==> config.mk <==
export PLATFORM = sky130hd
export DESIGN_NAME = frame_source_arbiter
export DESIGN_NICKNAME = d
export VERILOG_FILES = /design/src/rtl/frame_queue_pkg.sv /design/src/rtl/frame_watchdog.sv /design/src/rtl/frame_source_arbiter.sv
export SDC_FILE = /design/constraint.sdc
export NUM_CORES = 1
export LEC_CHECK = 0
export ABC_AREA = 1
export ABC_CLOCK_PERIOD_IN_PS = 3450
export BUFFER_PORTS_ARGS = -buffer_cell sky130_fd_sc_hd__buf_4
export CAP_MARGIN = 10
export CORE_MARGIN = 2
export CORE_UTILIZATION = 40
export DETAILED_ROUTE_END_ITERATION = 10
export HOLD_SLACK_MARGIN = 0.06
export PLACE_DENSITY = 0.68
export SYNTH_ARGS = -nofsm -noshare
export SYNTH_HDL_FRONTEND = slang
export SYNTH_SLANG_ARGS = --single-unit
==> constraint.sdc <==
create_clock -name clk -period 3.45 [get_ports clk]
set_clock_uncertainty 0.1 [all_clocks]
set_input_delay 0.69 -clock clk [delete_from_list [all_inputs] [get_ports clk]]
set_output_delay 0.69 -clock clk [all_outputs]
set_load 0.05 [all_outputs]
==> src/rtl/frame_queue_pkg.sv <==
// Shared definitions for the frame queue producers and the source arbiter:
// marker words, source ids, arbitration modes and arbiter states.
package frame_queue_pkg;

    localparam logic [16:0] MARK_SOF = 17'h10000;
    localparam logic [16:0] MARK_SOL = 17'h10001;
    localparam logic [16:0] MARK_EOF = 17'h1FFFF;

    typedef enum logic {
        SRC_CAMERA  = 1'b0,
        SRC_PATTERN = 1'b1
    } frame_src_t;

    typedef enum logic [1:0] {
        MODE_CAMERA   = 2'd0,
        MODE_PATTERN  = 2'd1,
        MODE_AUTO     = 2'd2,
        MODE_AUTO_ALT = 2'd3
    } arb_mode_t;

    typedef enum logic [1:0] {
        ST_WAIT_SOF   = 2'd0,
        ST_IN_FRAME   = 2'd1,
        ST_INJECT_EOF = 2'd2
    } arb_state_t;

endpackage

==> src/rtl/frame_watchdog.sv <==
// Camera liveness watchdog: counts cycles since the last camera SOF strobe,
// saturating at WATCHDOG_CYCLES; the camera is alive while below the limit.
module frame_watchdog
    import frame_queue_pkg::*;
#(
    parameter int unsigned WATCHDOG_CYCLES = 1_000_000
) (
    input  logic        clk,
    input  logic        reset,
    input  logic        cam_wr_en,
    input  logic [16:0] cam_data,
    output logic        alive
);

    localparam int unsigned CW = $clog2(WATCHDOG_CYCLES + 1);
    localparam logic [CW-1:0] LIMIT = CW'(WATCHDOG_CYCLES);

    logic [CW-1:0] count;
    logic          sof_seen;

    assign sof_seen = cam_wr_en && (cam_data == MARK_SOF);

    // NOTE: sequential state uses non-blocking assignments only, so every
    // always_ff reads the pre-edge value of every register.
    always_ff @(posedge clk) begin
        if (reset) begin
            count <= LIMIT;
        end else if (sof_seen) begin
            count <= '0;
        end else if (count != LIMIT) begin
            count <= count + CW'(1);
        end
    end

    assign alive = (count < LIMIT);

endmodule

==> src/rtl/frame_source_arbiter.sv <==
// Grants the frame queue to the camera or the pattern generator, switching
// only between frames and closing stalled camera frames with an injected EOF.
module frame_source_arbiter
    import frame_queue_pkg::*;
#(
    parameter int unsigned WATCHDOG_CYCLES = 1_000_000,
    parameter logic [1:0]  HOLD_MASK       = 2'b10
) (
    input  logic        clk,
    input  logic        reset,
    input  logic [1:0]  mode,
    input  logic [16:0] cam_data,
    input  logic        cam_wr_en,
    output logic        cam_full,
    input  logic [16:0] pat_data,
    input  logic        pat_wr_en,
    output logic        pat_full,
    input  logic        queue_full,
    output logic [16:0] queue_data,
    output logic        queue_wr_en,
    output logic        queue_wr_clk,
    output logic        active_src,
    output logic        camera_alive,
    output logic [15:0] frames_done,
    output logic [7:0]  frames_truncated
);

    arb_state_t  state_q, state_d;
    frame_src_t  src_q, src_d, desired;
    logic        is_auto;
    logic [16:0] g_data;
    logic        g_wr_en, g_accept;
    logic        fwd, inject, grant_full, done_inc, trunc_inc;

    frame_watchdog #(
        .WATCHDOG_CYCLES(WATCHDOG_CYCLES)
    ) u_watchdog (
        .clk      (clk),
        .reset    (reset),
        .cam_wr_en(cam_wr_en),
        .cam_data (cam_data),
        .alive    (camera_alive)
    );

    assign queue_wr_clk = clk;
    assign active_src   = src_q;
    assign is_auto      = mode[1];

    always_comb begin
        case (arb_mode_t'(mode))
            MODE_CAMERA:  desired = SRC_CAMERA;
            MODE_PATTERN: desired = SRC_PATTERN;
            default:      desired = camera_alive ? SRC_CAMERA : SRC_PATTERN;
        endcase
    end

    assign g_data   = (src_q == SRC_PATTERN) ? pat_data  : cam_data;
    assign g_wr_en  = (src_q == SRC_PATTERN) ? pat_wr_en : cam_wr_en;
    assign g_accept = g_wr_en && !queue_full;

    // NOTE: every signal written here gets a default first, so no path
    // through the case can leave one unassigned and infer a latch.
    always_comb begin
        state_d    = state_q;
        src_d      = src_q;
        fwd        = 1'b0;
        inject     = 1'b0;
        grant_full = 1'b0;
        done_inc   = 1'b0;
        trunc_inc  = 1'b0;
        case (state_q)
            ST_WAIT_SOF: begin
                // A grant change burns this cycle; otherwise hunt for SOF.
                if (desired != src_q) begin
                    src_d = desired;
                end else if (g_accept && (g_data == MARK_SOF)) begin
                    fwd     = 1'b1;
                    state_d = ST_IN_FRAME;
                end
            end
            ST_IN_FRAME: begin
                grant_full = queue_full;
                if ((src_q == SRC_CAMERA) && is_auto && !camera_alive) begin
                    state_d = ST_INJECT_EOF;
                end else begin
                    fwd = g_wr_en;
                    if (g_accept && (g_data == MARK_EOF)) begin
                        state_d  = ST_WAIT_SOF;
                        done_inc = 1'b1;
                    end
                end
            end
            ST_INJECT_EOF: begin
                inject = 1'b1;
                if (!queue_full) begin
                    trunc_inc = 1'b1;
                    state_d   = ST_WAIT_SOF;
                end
            end
            default: state_d = ST_WAIT_SOF;
        endcase
    end

    assign queue_wr_en = inject | fwd;
    assign queue_data  = inject ? MARK_EOF : (fwd ? g_data : 17'h0);
    assign cam_full    = (src_q == SRC_CAMERA)  ? grant_full : HOLD_MASK[0];
    assign pat_full    = (src_q == SRC_PATTERN) ? grant_full : HOLD_MASK[1];

    always_ff @(posedge clk) begin
        if (reset) begin
            state_q          <= ST_WAIT_SOF;
            src_q            <= SRC_CAMERA;
            frames_done      <= 16'd0;
            frames_truncated <= 8'd0;
        end else begin
            state_q     <= state_d;
            src_q       <= src_d;
            frames_done <= frames_done + 16'(done_inc);
            if (trunc_inc && (frames_truncated != 8'hFF)) begin
                frames_truncated <= frames_truncated + 8'd1;
            end
        end
    end

endmodule

Word level (Yosys, flattened, before mapping):

Index checks and enable logic that the tools add are counted.

* $lt $le $gt $ge: 1
* reductions and logical operators: 15
* equality and inequality tests: 13
* multiplexer cells: 27
* add/sub/neg operators: 3
* bitwise gates (word level): 2

Operator list (count)
* == test 17 bit, second input constant: 3
* two-way mux 17 bit: 3
* two-way mux 20 bit: 2
* adder 20 x 1 -> 20 bit, second input constant: 1
* less-than comparator 20 bit, second input constant: 1
* inequality test 20 bit, second input constant: 1
* adder 16 x 1 -> 16 bit: 1
* two-way mux 1 bit: 14
* two-way mux 2 bit: 5
* adder 8 x 1 -> 8 bit, second input constant: 1
* inequality test 8 bit, second input constant: 1
* logical AND 1 bit: 7
* inequality test 2 bit, second input constant: 3
* one-hot mux 2 bit (3 select lines): 1
* == test 2 x 1 -> 1 bit, second input constant: 2
* zero test 2 bit: 2
* one-hot mux 1 bit (2 select lines): 2
* AND reduction 4 bit: 1
* inequality test 3 bit, second input constant: 1
* == test 2 bit, second input constant: 1
* zero test 1 bit: 2
* AND reduction 2 bit: 1
* nonzero test 2 bit: 1
* OR reduction 2 bit: 1
* other kinds (3): 3

* register bits: 47
* word-level logic and storage cells: 67

Logic depth before layout (Yosys ltp):

Gate-level depths: netlist of run 1.

* word-level depth: 8
* depth in mapped cells: 19

Hierarchy:

Synthesis of run 1 repeated with hierarchy kept, for this count alone.

* cells, all modules: 582
* area, all modules: 3429.5 um^2

By module, submodules not included
* frame_source_arbiter: sequential area each 540.5 um^2, cells an instance 367, instances 1, area each 2088.3 um^2
* frame_watchdog: sequential area each 400.4 um^2, cells an instance 215, instances 1, area each 1341.3 um^2

==> metrics.cfg, run 1 <==
[outcome]
status = finished clean

[drt]
drc = 0
wl_mm = 8.49
drt.antenna.violating_nets = 0
firstDrtPassIters = 4
drt_iter0_markers = 138
vias = 3293
via_per_inst = 4.91
wl_per_cell_um = 12.7

[finish]
synthToLayoutAreaGrowth_pct = 31.1
fin_area_um2 = 3900
final_common_cell = nand2_1
fill_cells = 754
n_antenna_cell = 0
drive_above_1_share_pct = 21.9
final_cell_mix = nand2_1, buf_4, inv_1, nor2_1, dfxtp_1
fin_nets = 617

[worst_setup_path]
crit_required_ns = 2.66
crit_fanout = 18
reg2reg_depth = 16
max_stage_delay_ns = 0.42
critPathCaptureType = primary output
crit_family = simple AND/OR/NAND/NOR gates
cp-start-kind = register
crit_arrival_ns = 2.46
worstPathCellList = buf_6 -> nand2_1 -> o21ai_0 -> buf_4 -> nand3_1 -> nor2_1 -> nand3_2 -> nor2_2 -> nand2_2 -> nand3_4 -> o21a_1 -> buf_4
cp_num_cells = 12
cp_common_cell = buf_4
worstSetupPathType = reg2out
cp.buffers_inverters = 3
cp_slowest_cell = dfxtp_2

[global_route]
grt_pass1_vias = 3128
grt_max_degree = 19
overflow = 0
track_usage_pct = 21.6
grt_pass1_wl_mm = 14.5
antenna_found_initial = 0
met2_usage_pct = 35.9
grt.busiest_layer = met2
grt_use_met1_pct = 26.8
use_met3_pct = 5.34

[power_and_ir_drop]
p_leak_nw = 1.84
finalPower_mw = 1.28
ir_drop_mv = 0.422
power_density_nw_per_um2 = 329

[place]
placed_cell_area_um2 = 3750
dp_slack_ns = 0.0892
dp_hpwl_mm = 6.58
place_congestion = 0.959
port-buffer-count = 87

[hold_path]
min_path_type = reg2reg
min_path_cells = 2

[cts]
postCtsHoldBufs = 0
cts_tree = built
insertion_delay_ns = 0.40
clkTransAtPathRegs_ns = 0.09

[floorplanning]
die_area_um2 = 8150
pin_count = 88
core_area_um2 = 7210
num_rows = 31
die_w_um = 90.3
die_h_um = 90.3
initial_core_util_pct = 41.3

[sta]
setup_violations = 0
worst_pin_slew_ns = 0.480
rsz0062_at_grt = no
slew_headroom_pct = 68.0
min_period_ns = 3.25
fmax_mhz = 307
setup_slack_ns = 0.196
drv_slew = 0
finalCritPeriodShare_pct = 94.3
setup_tns_ns = 0
hold_viol = 0

[synth]
async_reset_ff_share_pct = 0
synthDistinctLibCells = 32
yosys.area.top_type = dfxtp_1
synth_ff_type = dfxtp_1
ys_top_cells_by_area = dfxtp_1, nand2_1, inv_1
ys_seq_area_share_pct = 31.6
yosysWarnings = 0
synth_edf_count = 0
synth_top_area_share_pct = 31.6
syn_area_um2 = 2980
synth.avg_cell_area_um2 = 6.25
synth_fp_nets = 522
ys_seq_elements = 47
syn-instance-count = 476

[flow_run]
cap_violations = 0

[final cells by class]
class | instances | area, µm² | area share, %
sequential | 47 | 942 | 24.1
clock buffer | 10 | 121 | 3.11
timing repair buffer | 94 | 709 | 18.2
inverter | 71 | 267 | 6.83
clock inverter | 1 | 30.0 | 0.769
multi-input combinational | 348 | 1710 | 43.8
tap | 99 | 124 | 3.17
[logic make-up (layout without fill, tap and decap cells)]
logic type      after synthesis  after routing  synth area share (%)
buf+inv                      81            176                  11.2
compound gates               78             78                  15.1
xor+xnor                      5              5                  1.47
flops                        47             47                  31.6
fa+ha+maj                     5              5                  2.10
simple gates                260            260                  38.5
[power by group]
part	switching, mW	internal [mW]
registers	0.0105	0.552
logic	0.105	0.0752
clock network	0.239	0.301
total	0.354	0.928
[worst paths after layout]
kind,start,to,slack [ns]
worst min-delay path,frames_truncated[4],frames_truncated[4],0.40
worst max-delay path,active_src,queue_data[1],0.20
worst min register to register,frames_truncated[4],frames_truncated[4],0.40
worst max register to register,active_src,frames_done[14],0.39
[layer usage]
metal  vias up  share of wire, %
met4         0               2.0
met3        11               6.2
met1      1463                46
li1       1712                 -
met2       107                46
met5         -                 0
[cell usage after synthesis (all sizes together), types with 4 or more instances]
library cell	n
nand3	22
xor2	4
nand2	124
nor3	19
inv	71
dfxtp	47
ha	5
or2	5
o21ai	28
nor2	66
nand4	14
nor3b	4
a21oi	27
o21a	19
clkbuf	5
buf	5
[worst register-to-register path: cells and delay by family, from the launching register on]
family	cells	cell delay, ns
buf+inv	1	0.24
fa+ha+maj	2	0.40
simple gates	13	1.86
flops	1	0.37
[metrics by stage]
stage	util, %	hold slack (ns)	cells
global route	54.1	0.423	670
floorplan	-	0.365	476
global placement	51.9	0.364	660
detailed placement	51.9	0.383	660
CTS	53.9	0.395	670
finish	54.1	0.400	670
[state kept, by name, summed over array words and instances, names as in the netlist]
register / cells
frames_done: 16
active_src: 1
state_q: 2
frames_truncated: 8
u_watchdog.count: 20
[repair_timing]
action                     CTS  global route
setup endpoints to repair    0            21
hold endpoints to repair     0             0
buffers inserted             0             0
gates resized for setup      0             5
(Power assumes the default switching activity.)
==> run 2: changes to the inputs <==
ABC_AREA = not set   (was 1)
==> metrics.cfg, run 2 <==
[outcome]
status = finished clean

[worst_setup_path]
cp-start-kind = register
crit_arrival_ns = 2.40
crit_required_ns = 2.66
cp_slowest_cell = dfxtp_2
crit_fanout = 8
worstSetupPathType = reg2out
worstPathCellList = buf_4 -> mux2i_1 -> o211ai_1 -> a2111oi_4 -> o211ai_1 -> o311ai_1 -> buf_4
cp.buffers_inverters = 2
critPathCaptureType = primary output
max_stage_delay_ns = 0.44
crit_family = compound AO/OA/AOI/OAI gates

[global_route]
grt_pass1_wl_mm = 13.1
grt_pass1_vias = 2695
grt_max_degree = 29
track_usage_pct = 19.6
overflow = 0
antenna_found_initial = 0

[place]
place_congestion = 0.898
port-buffer-count = 87
dp_hpwl_mm = 5.98

[finish]
fill_cells = 694
multi_input_area_um2 = 1870
fin_nets = 472
regMostFlops = u_watchdog.count
largest_reg_flops = 20
synthToLayoutAreaGrowth_pct = 29.1
n_antenna_cell = 0
regArea_um2 = 942
final_common_cell = buf_4
finalCoreUtilization_pct = 53.0
reg_top3 = u_watchdog.count (20), frames_done (16), frames_truncated (8)
final_cell_mix = buf_4, nor2_1, dfxtp_1, xor2_1, nand4_1
drive_above_1_share_pct = 29.3

[power_and_ir_drop]
ir_drop_mv = 0.310
power_density_nw_per_um2 = 334
p_leak_nw = 1.61

[sta]
rsz0062_at_grt = no
worst_pin_slew_ns = 0.961
setup_violations = 0
setup_tns_ns = 0
fmax_mhz = 314
min_period_ns = 3.19
finalCritPeriodShare_pct = 92.4
drv_slew = 0
hold_viol = 0
slew_headroom_pct = 36.0

[floorplanning]
initial_core_util_pct = 41.1
die_h_um = 90.0
num_rows = 31
die_area_um2 = 8110
core_area_um2 = 7210
pin_count = 88
die_w_um = 90.0

[synth]
synth_fp_nets = 388
yosysWarnings = 0
syn-instance-count = 342
synth_edf_count = 0
syn_area_um2 = 2960
yosys.area.top_type = dfxtp_1
synth.avg_cell_area_um2 = 8.66
synthDistinctLibCells = 52
ys_seq_elements = 47
ys_seq_area_share_pct = 31.8
ys_top_cells_by_area = dfxtp_1, xor2_1, mux2i_1
synth_ff_type = dfxtp_1
async_reset_ff_share_pct = 0
synth_top_area_share_pct = 31.8
synthTopCellsByCount = dfxtp_1, nor2_1, xor2_1, nand4_1

[drt]
firstDrtPassIters = 4
vias = 2775
via_per_inst = 5.28
wl_mm = 7.74
drt_iter0_markers = 82
drc = 0
drt.antenna.violating_nets = 0
wl_per_cell_um = 14.7

[cts]
postCtsHoldBufs = 0
post_cts_buffers = 0
clkTransAtPathRegs_ns = 0.09
insertion_delay_ns = 0.40
cts_tree = built

[flow_run]
cap_violations = 0

[hold_path]
min_path_type = reg2reg

==> run 2: cell count changes after synthesis, sizes merged, moves of 9 or more <==
cell | before | now
xnor2 | 1 | 11
nor3 | 19 | 9
o31ai | 0 | 18
o21ai | 28 | 10
o21a | 19 | 0
mux2i | 0 | 18
nand4 | 14 | 23
a21oi | 27 | 8
xor2 | 4 | 27
and3 | 1 | 12
nor2 | 66 | 47
nand2 | 124 | 16
inv | 71 | 7
==> run 2: area by class of cell <==
class	instances	share of cell area, %
multi-input combinational	269	49.0
sequential	47	24.6
timing repair buffer	92	18.1
clock buffer	10	3.44
tap	99	3.24
clock inverter	2	0.917
inverter	7	0.687
==> run 2: metrics by stage <==
step	setup WS [ns]	total power, mW	hold WS, ns	cell area [µm²]	instances
final	0.263	1.28	0.411	3820	526
after global routing	0.112	1.33	0.434	3820	526
after CTS	0.102	1.30	0.413	3820	526
after detailed placement	0.248	0.788	0.398	3660	515
after global placement	0.271	0.786	0.397	3660	515
after floorplan	0.0106	0.721	0.380	2960	342
==> run 2: metal layers <==
layer / up-vias / wire length, µm / track usage [%]
met4: 0 / 237 / 9.36
met1: 1260 / 3380 / 24.1
met2: 91 / 3660 / 32.3
met3: 14 / 467 / 4.44
li1: 1410 / - / -
met5: - / 0 / 0
==> run 2: what timing repair did <==
item,4_1_cts,5_1_grt
endpoints found under the setup margin,0,2
endpoints found under the hold margin,0,0
gates resized for setup,0,1
==> run 2: kinds of logic after synthesis <==
kind of cell	after synthesis	synth area share [%]
AO/OA/AOI/OAI	51	14.6
XOR/XNOR	38	11.2
adder cells (fa/ha/maj)	5	2.11
buffers and inverters	26	4.99
flip-flops	47	31.8
multiplexers	19	6.46
AND/OR/NAND/NOR	156	28.9
==> run 2: worst register-to-register path, stage by stage, from the launching register on <==
cell and delay (ns):
dfxtp_2 0.38, buf_4 0.23, nor2b_1 0.24, nand4_1 0.19, a22oi_1 0.22, nand3_1 0.09, nor2_1 0.17, ha_1 0.22
and3_1 0.30, and3_1 0.19, nand4_1 0.11, xor2_1 0.16, nor2_1 0.05
==> run 2: worst paths after layout <==
path	cells past startpoint	to	start	slack, ns
worst max-delay path	7	queue_data[16]	active_src	0.26
worst min-delay path	2	frames_done[7]	frames_done[7]	0.41
worst max register to register	12	frames_done[15]	active_src	0.68
worst min register to register	2	frames_done[7]	frames_done[7]	0.41
==> run 2: power by group <==
part,switching [mW],internal [mW]
combinational,0.0867,0.0689
clock,0.241,0.323
sequential,0.0109,0.546
total,0.339,0.939
